**src/rtl/adc_frame_deserializer.sv**
```systemverilog
// Serial ADC frame deserializer: shifts one MSB-first frame in while cs is high,
// extracts the sample field and hands it off on a valid/ready interface.
module adc_frame_deserializer #(
    parameter int FRAME_BITS = 16,
    parameter int LEAD_BITS  = 4,
    parameter int DATA_W     = 12,
    parameter int SIGNED_OUT = 1
) (
    input  logic              clk,
    input  logic              rst,
    input  logic              cs,
    input  logic              bit_pulse,
    input  logic              miso,
    output logic [DATA_W-1:0] sample,
    output logic              valid,
    input  logic              ready,
    output logic              overrun,
    output logic              short_frame
);

    localparam int CNT_W  = $clog2(FRAME_BITS + 1);
    // Lead bits fall off the top after a full frame, so only the low part is stored.
    localparam int KEEP_W = FRAME_BITS - LEAD_BITS;
    localparam logic [DATA_W-1:0] MSB_FLIP = {1'b1, {(DATA_W-1){1'b0}}};

    typedef enum logic [1:0] {
        IDLE,
        SHIFT,
        WAIT_CS,
        LOAD
    } state_t;

    state_t            state;
    state_t            state_nxt;
    logic              cs_q;
    logic [KEEP_W-1:0] shreg;
    logic [CNT_W-1:0]  bitcnt;

    logic              cs_rise;
    logic              shift_en;
    logic              last_bit;
    logic [DATA_W-1:0] field;
    logic [DATA_W-1:0] sample_nxt;

    assign cs_rise    = cs & ~cs_q;
    assign shift_en   = (state == SHIFT) && cs && bit_pulse && (bitcnt != CNT_W'(FRAME_BITS));
    assign last_bit   = (bitcnt == CNT_W'(FRAME_BITS - 1));
    assign field      = shreg[KEEP_W-1 -: DATA_W];
    assign sample_nxt = (SIGNED_OUT != 0) ? (field ^ MSB_FLIP) : field;

    always_comb begin
        // NOTE: default assigned first so no path leaves state_nxt unassigned (no latch).
        state_nxt = state;
        case (state)
            IDLE:    if (cs_rise) state_nxt = SHIFT;
            SHIFT: begin
                if (shift_en && last_bit) state_nxt = WAIT_CS;
                else if (!cs)             state_nxt = IDLE;
            end
            WAIT_CS: if (!cs) state_nxt = LOAD;
            LOAD:    state_nxt = IDLE;
            default: state_nxt = IDLE;
        endcase
    end

    // NOTE: all sequential state uses non-blocking assignments so every register
    // samples pre-edge values regardless of statement order.
    always_ff @(posedge clk or posedge rst) begin
        if (rst) begin
            state       <= IDLE;
            cs_q        <= 1'b0;
            shreg       <= '0;
            bitcnt      <= '0;
            sample      <= '0;
            valid       <= 1'b0;
            overrun     <= 1'b0;
            short_frame <= 1'b0;
        end else begin
            state       <= state_nxt;
            cs_q        <= cs;
            short_frame <= (state == SHIFT) && !cs;
            overrun     <= (state == LOAD) && valid && !ready;

            if (state == IDLE && cs_rise) begin
                shreg  <= '0;
                bitcnt <= '0;
            end else if (shift_en) begin
                shreg  <= {shreg[KEEP_W-2:0], miso};
                bitcnt <= bitcnt + CNT_W'(1);
            end

            // A load always wins over a same-cycle consume: the new sample takes its place.
            if (state == LOAD) begin
                sample <= sample_nxt;
                valid  <= 1'b1;
            end else if (valid && ready) begin
                valid  <= 1'b0;
            end
        end
    end

endmodule
```
**config.mk**
```make
export PLATFORM = sky130hd
export DESIGN_NAME = adc_frame_deserializer
export DESIGN_NICKNAME = d
export VERILOG_FILES = /design/src/rtl/adc_frame_deserializer.sv
export SDC_FILE = /design/constraint.sdc
export NUM_CORES = 1
export LEC_CHECK = 0
export CORE_UTILIZATION = 40
export CTS_CLUSTER_SIZE = 40
export DETAILED_ROUTE_END_ITERATION = 8
export SLEW_MARGIN = 10
export SYNTH_ARGS = -nofsm -noshare
export SYNTH_HDL_FRONTEND = slang
export SYNTH_SLANG_ARGS = --single-unit
```
**constraint.sdc**
```tcl
create_clock -name clk -period 1.6 [get_ports clk]
set_input_delay 0.32 -clock clk [delete_from_list [all_inputs] [get_ports clk]]
set_output_delay 0.32 -clock clk [all_outputs]
set_load 0.03 [all_outputs]
```
======== After elaboration in Yosys (flattened, before gate mapping) ========
Index checks and enable logic that the tools add are counted.
storage, ports and cells
  bits in registers ....................... 35
  bits of input ports ..................... 6
  output and inout port bits .............. 15
  logic and storage cells ................. 46
operators by class
  $add $sub $neg .......................... 1
  equal/unequal tests ..................... 8
  mux-type cells .......................... 11
  bitwise logic cells ..................... 3
  reduce and logical (&&, ||, !) cells .... 15
operators by type and width
  kind                                                 count
  two-way mux 12 bit                                   2
  two-way mux 5 bit                                    2
  logical AND 1 bit                                    9
  two-way mux 2 bit                                    4
  one-hot mux 2 bit (4 select lines)                   1
  adder 5 x 1 -> 5 bit, second input constant          1
  equality test 5 x 4 -> 1 bit, second input constant  1
  inequality test 5 bit, second input constant         1
  equality test 2 bit, second input constant           2
  inequality test 2 bit, second input constant         2
  nonzero test 2 bit                                   2
  inequality test 3 bit, second input constant         1
  AND reduction 3 bit                                  1
  equality test 2 x 1 -> 1 bit, second input constant  1
  zero test 1 bit                                      2
  zero test 2 bit                                      1
  two-way mux 1 bit                                    2
  inverter 1 bit                                       2
  bitwise AND 1 bit                                    1

======== Longest topological paths before layout ========
Gate-level depths: netlist of run 1.
  word-level depth ........................ 7
  depth in mapped cells ................... 6
  depth with buffers taken out ............ 5

======== Worst setup path before layout of run 1 ========
OpenSTA, ideal clock, no wires.
  path type ............................... flip-flop to flip-flop
  start point ............................. register bitcnt[0]
  end point ............................... register bitcnt[4]
  setup time .............................. 0.079 ns
  arrival time ............................ 1.400 ns
  data required time ...................... 1.521 ns
  slack ................................... 0.120 ns
  stages on the path, launching flop included .. 7
  buffers on the path ..................... 1
  period minus slack after synthesis ...... 1.480 ns
  cells stage by stage .................... dfrtp_1 inv_1 ha_1 and4bb_1 nor2_4 buf_6 mux2i_1
on the way
  word-level cells in the longest chain between the ends .. 3
  elaborated cells on any way between the ends .. 6
  those cells by class .................... 1 x add/sub; 1 x eq/ne; 2 x mux; 2 x reduce/logical
RTL lines
  element                                                        RTL line  text
  start, declared                                                37        logic [CNT_W-1:0] bitcnt;
  start signal, assigned                                         89        bitcnt <= bitcnt + CNT_W'(1);
  adder 5 x 1 -> 5 bit or inequality test 5 bit (tied branches)  89, 46
  two-way mux 5 bit or logical AND 1 bit (tied branches)         87, 46
  two-way mux 5 bit or nonzero test 2 bit (tied branches)        n/a
Parallel ways exist; a longest one is shown, timed or not. The select of a mux whose other input is x is not followed.
A chain may end at the register's enable or synchronous reset.

======== Worst setup path in the final report of run 1 ========
  start point ............................. input port cs
  end point ............................... register bitcnt[2]
on the way
  word-level cells in the longest chain between the ends .. 4
  elaborated cells on any way between the ends .. 7
  those cells by class .................... 1 x mux; 1 x bitwise; 5 x reduce/logical
RTL lines
  element                          RTL line  text
  start, declared                  11        input logic cs,
  logical AND 1 bit (3 in series)  46        assign shift_en = (state == SHIFT) && cs && bit_pulse && (bitcnt != CNT_W'(FRAME_BITS));
  nonzero test 2 bit (no line)     n/a
Parallel ways exist; a longest one is shown, timed or not.

==> results of run 1 <==
==> power groups by stage <==
| stage | Combinational [W] | Sequential (W) | Clock, W |
|---|---|---|---|
| 3_3_place_gp | 0.000121 | 0.000942 | 0 |
| 3_5_place_dp | 0.000122 | 0.000945 | 0 |
| 4_1_cts | 0.000122 | 0.000928 | 0.000639 |
| 6_report | 0.000118 | 0.000928 | 0.000611 |
| 2_1_floorplan | 0.0000756 | 0.000941 | 0 |
| 5_1_grt | 0.000137 | 0.000932 | 0.000684 |
==> kinds of logic (layout without fill, tap and decap cells) <==
kind of cell | Yosys count | count (layout) | share of synthesized area (%)
buffers and inverters | 25 | 56 | 7.39
AND/OR/NAND/NOR | 44 | 44 | 14.4
adder cells (fa/ha/maj) | 3 | 3 | 2.52
flip-flops | 35 | 35 | 58.8
AO/OA/AOI/OAI | 18 | 18 | 6.80
multiplexers | 15 | 15 | 10.1
==> final cells by class <==
type,instances,share of cell area [%]
Inverter,20,4.03
Timing Repair Buffer,28,14.3
Clock inverter,2,0.671
Tap cell,46,3.09
Multi-Input combinational cell,80,27.0
Sequential cell,35,47.0
Clock buffer,6,3.89
==> worst paths after layout <==
kind / from / end / slack [ns] / cells after the start
worst max-delay path: cs / bitcnt[2]$_DFFE_PP0P_ / 0.11 / 5
worst min-delay path: rst / sample[3]$_DFFE_PP0P_ / 0.38 / 3
worst max register to register: bitcnt[0]$_DFFE_PP0P_ / field[2]$_DFFE_PP0P_ / 0.15 / 6
worst min register to register: sample[0]$_DFFE_PP0P_ / sample[0]$_DFFE_PP0P_ / 0.47 / 2
max in group asynchronous: rst / field[2]$_DFFE_PP0P_ / 1.04 / 3
min in group clk: sample[0]$_DFFE_PP0P_ / sample[0]$_DFFE_PP0P_ / 0.47 / 2
==> repair_timing <==
action                                  CTS  global route
resized for setup                        15             0
endpoints found under the setup margin   15             0
hold endpoints to repair                  0             0
==> sequential cells by signal, indices dropped and copies added, names as in the netlist, named ones only <==
signal	count
bitcnt	5
cs_q	1
field	12
overrun	1
sample	12
short_frame	1
state	1
valid	1
==> layer usage <==
layer / vias to the layer above / share of wire [%] / GRT usage (%)
li1: 508 / - / -
met3: 4 / 3.1 / 4.93
met2: 15 / 50 / 25.7
met1: 479 / 45 / 17.1
met5: - / 0 / 0
met4: 0 / 1.9 / 7.27
==> worst max-delay path, delay by kind of cell <==
family	cells	cell delay (ns)
buffers and inverters	2	0.75
AND/OR/NAND/NOR	2	0.52
AO/OA/AOI/OAI	1	0.06
==> Yosys cell counts, drive strengths merged, types with 2 or more instances <==
| cell type | n | area share, % |
|---|---|---|
| buf | 3 | 1.8 |
| clkbuf | 2 | 0.50 |
| dfrtp | 35 | 59 |
| ha | 3 | 2.5 |
| inv | 20 | 5.0 |
| mux2i | 15 | 10 |
| nand2 | 30 | 7.6 |
| nand2b | 2 | 0.84 |
| nor2 | 4 | 1.5 |
| o21ai | 13 | 4.4 |
==> metrics by stage <==
step / utilization, % / hold WS (ns) / power (W)
2_1_floorplan: - / 0.351 / 0.00102
3_3_place_gp: 52.2 / 0.461 / 0.00106
3_5_place_dp: 52.2 / 0.473 / 0.00107
4_1_cts: 54.2 / 0.379 / 0.00169
5_1_grt: 54.2 / 0.407 / 0.00175
6_report: 54.2 / 0.382 / 0.00166
==> impl_metrics.ini, run 1 <==
[status]
status = finished clean

[detailed_routing]
routed_wl_um = 2430
drtIter0Drc = 56
num_vias = 1006
drc = 0
dr.pass1.iters = 3
wl_per_cell_um = 11.2
final_antenna_net_count = 0
viasPerCell = 4.64

[logic_synthesis]
yosys.cell_types.count = 25
async_reset_ff_share_pct = 100
synth-seq-cells = 35
synth_ff_type = dfrtp_1
synthCells = 140
synth_area_per_cell_um2 = 10.6
yosys_warnings = 0
ys_seq_area_share_pct = 58.8
synth_edf_count = 0
synthesis.nets = 149
synth_area_um2 = 1490

[cts]
cts_root_buffer = clkbuf_8
numClockSinks = 35
cts_buffers = 5
htree_levels = 2
cts_tree = built
cts_hold_buf = 0
post_cts_buffers = 0
clock_insertion_delay_worst_skew_ns = 0.29
clk_pin_slew_ns = 0.07
clock_path_buffers = 2

[floorplanning]
die_w_um = 63.0
chipHeight_um = 63.0
core_area_um2 = 3440
die-area_um2 = 3970
io_pins = 21
rows = 21
initial_utilization_pct = 43.3

[timing]
fin_skew_ns = 0.00838
setup_slack_ns = 0.110
fin_setup_tns_ns = 0
timing.fmax_mhz = 671
fin_crit_sh_pct = 93.1
max-slew-margin-rel_pct = 79.8
rsz0062_at_grt = no
maxSlewViolCount = 0
period_needed_ns = 1.49
hold_viol = 0
tightest_slew_ns = 0.305
setup_viol = 0

[finish]
regArea_um2 = 876
multiInputGateArea_um2 = 504
diodes = 0
area_growth_pct = 25.1
fill_cells = 323
final_area_um2 = 1860
most-common-layout-cells = 35 x dfrtp_1, 30 x nand2_1, 20 x inv_1, 15 x mux2i_1, 15 x dlygate4sd2_1
finalNetCount = 179
drive_gt1_share_pct = 9.94
mostFrequentLayoutCell = dfrtp_1
stdcell_count = 217

[setup_path]
worstSetupStartpointType = input pin
path_class = input pin to register
worst_ep_required_time_ns = 1.77
setup.worst_path.end_class = register
worstPathMaxFanout = 17
path_cells = clkdlybuf4s50_1 -> or4b_1 -> buf_4 -> nand2_1 -> o2bb2ai_1
crit_arrival_ns = 1.66
slowest_delay_ns = 0.54
slowest_stage = clkdlybuf4s50_1

[place]
placed_cells_incl_taps = 209
place_hpwl_um = 1750
place_area_um2 = 1800
port-buffer-count = 20
pre_cts_ws_ns = -0.191
gp_congestion = 0.752

[power_and_ir_drop]
p_leak_nw = 0.898
power_density_nw_per_um2 = 889
irDropWorstVdd_uv = 396
p_comb_share_pct = 7.1
swShare_pct = 23.7
p_sw_w = 0.000393
p_int_w = 0.00126
seqPwrFrac_pct = 56.0
clkPwrFrac_pct = 36.9

[grt]
antenna_found_initial = 0
grt_max_degree = 36
grt_pass1_vias = 1043
grt_overflow = 0
track_usage_pct = 15.2
grt_pass1_wl_um = 4560

[min_path]
hp-class = input pin to asynchronous set/reset pin

[run]
cap_viol_max_count = 0
Power figures use the tool's default switching activity.
==> run 2, diff against run 1 <==
PLACE_DENSITY_LB_ADDON = 0.25   (was not set)
==> impl_metrics.ini, run 2 (synthesis results as in run 1) <==
[finish]
diodes = 0
fill_cells = 321
area_growth_pct = 26.6
mostFrequentLayoutCell = dfrtp_1
multiInputGateArea_um2 = 504
final_util_pct = 54.8
drive_gt1_share_pct = 9.94
regArea_um2 = 876
final_area_um2 = 1890
finalNetCount = 179
most-common-layout-cells = 35 x dfrtp_1, 30 x nand2_1, 20 x inv_1, 15 x mux2i_1

[power_and_ir_drop]
p_total_w = 0.00173
p_int_w = 0.00136
clkPwrFrac_pct = 39.3
swShare_pct = 21.7
p_comb_share_pct = 7.1
power_density_nw_per_um2 = 917
irDropWorstVdd_uv = 461
p_sw_w = 0.000375
seqPwrFrac_pct = 53.6
p_leak_nw = 0.933

[setup_path]
worstPathMaxFanout = 17
worstSetupStartpointType = register
ff2ff_setup_slack_ns = 0.14
r2r_cells = 4
worstReg2RegEnd = field[9]$_DFFE_PP0P_
setup.worst_path.end_class = register
path_class = register to register
worst_ep_required_time_ns = 1.76
crit_arrival_ns = 1.63

[timing]
fin_skew_ns = 0.00433
setup_viol = 0
maxSlewViolCount = 0
tightest_slew_ns = 0.317
hold_viol = 0
fin_crit_sh_pct = 91.5
rsz0062_at_grt = no
max-slew-margin-rel_pct = 78.9
timing.fmax_mhz = 683
period_needed_ns = 1.46

[cts]
clock_path_buffers = 2
cts_buffers = 5
post_cts_buffers = 0
clock_insertion_delay_worst_skew_ns = 0.28
cts_tree = built
clk_pin_slew_ns = 0.06
cts_root_buffer = clkbuf_8
numClockSinks = 35
htree_levels = 2

[grt]
track_usage_pct = 15.7
grt_max_degree = 36
grt_pass1_vias = 1087
grt_overflow = 0
antenna_found_initial = 0
grt_pass1_wl_um = 4730

[floorplanning]
chipHeight_um = 63.0
die-area_um2 = 3970
core_area_um2 = 3440
io_pins = 21
initial_utilization_pct = 43.3
rows = 21
die_w_um = 63.0

[status]
status = finished clean

[place]
place_hpwl_um = 1800
place_area_um2 = 1800
gp_congestion = 0.819
port-buffer-count = 20

[detailed_routing]
drtIter0Drc = 32
wl_per_cell_um = 11.4
viasPerCell = 4.73
final_antenna_net_count = 0
drc = 0
routed_wl_um = 2460
dr.pass1.iters = 3
num_vias = 1026

[run]
cap_viol_max_count = 0

[min_path]
hp-class = input pin to asynchronous set/reset pin
run 2: cell types whose count changed in the layout (fill, tap and decap cells not counted):
cell / before / now
clkinvlp_4: 1 / 0
clkbuf_8: 5 / 7
dlymetal6s2s_1: 0 / 2
clkinv_2: 1 / 0
dlygate4sd2_1: 15 / 13
run 2: routing by layer:
| metal | track usage [%] | vias up | wire length (um) |
|---|---|---|---|
| met1 | 16.8 | 491 | 1010 |
| met3 | 4.38 | 11 | 85 |
| li1 | - | 507 | - |
| met4 | 9.59 | 0 | 70 |
| met5 | 0 | - | 0 |
| met2 | 27.0 | 17 | 1300 |
run 2: layout make-up:
cell class | instances | area share (%)
Multi-Input combinational cell | 80 | 26.7
Sequential cell | 35 | 46.4
Timing Repair Buffer | 28 | 14.5
Inverter | 20 | 3.98
Clock buffer | 8 | 5.31
Tap cell | 46 | 3.05
run 2: worst max-delay path, stage by stage, from the launching register on:
cell and delay (ns):
dfrtp_1 0.44, or4b_1 0.55, buf_4 0.21, nand2_1 0.08
mux2i_1 0.07
run 2: power groups by stage:
stage | combinational [W] | clock (W) | sequential (W)
after floorplan | 0.0000756 | 0 | 0.000941
after global placement | 0.000121 | 0 | 0.000943
after detailed placement | 0.000126 | 0 | 0.000944
after CTS | 0.000126 | 0.000701 | 0.000928
after global routing | 0.000141 | 0.000742 | 0.000932
final | 0.000122 | 0.000680 | 0.000928
run 2: worst max path at each step:
stage / from / slack (ns) / depth (start not counted) / end
6_report: register / 0.14 / 4 / field[9]$_DFFE_PP0P_
2_1_floorplan: bitcnt[0]$_DFFE_PP0P_ / 0.12 / 6 / bitcnt[4]$_DFFE_PP0P_
5_1_grt: bitcnt[0]$_DFFE_PP0P_ / 0.02 / 6 / bitcnt[1]$_DFFE_PP0P_
3_3_place_gp: cs / -0.11 / 5 / field[9]$_DFFE_PP0P_
4_1_cts: overrun$_DFF_PP0_ / 0.02 / 1 / overrun
3_5_place_dp: cs / -0.15 / 5 / field[9]$_DFFE_PP0P_
run 2: timing repair:
action	in CTS	in global routing
hold buffers	0	0
resized for setup	13	2
setup endpoints to repair	13	2
cloned	0	0
run 2: stage by stage:
| stage | setup slack (ns) | setup TNS [ns] | hold slack (ns) | instances |
|---|---|---|---|---|
| 3_5_place_dp | -0.148 | -2.38 | 0.470 | 209 |
| 6_report | 0.137 | 0 | 0.381 | 217 |
| 3_3_place_gp | -0.108 | -1.81 | 0.463 | 209 |
| 2_1_floorplan | 0.120 | 0 | 0.351 | 140 |
| 5_1_grt | 0.0156 | 0 | 0.399 | 217 |
| 4_1_cts | 0.0163 | 0 | 0.382 | 217 |
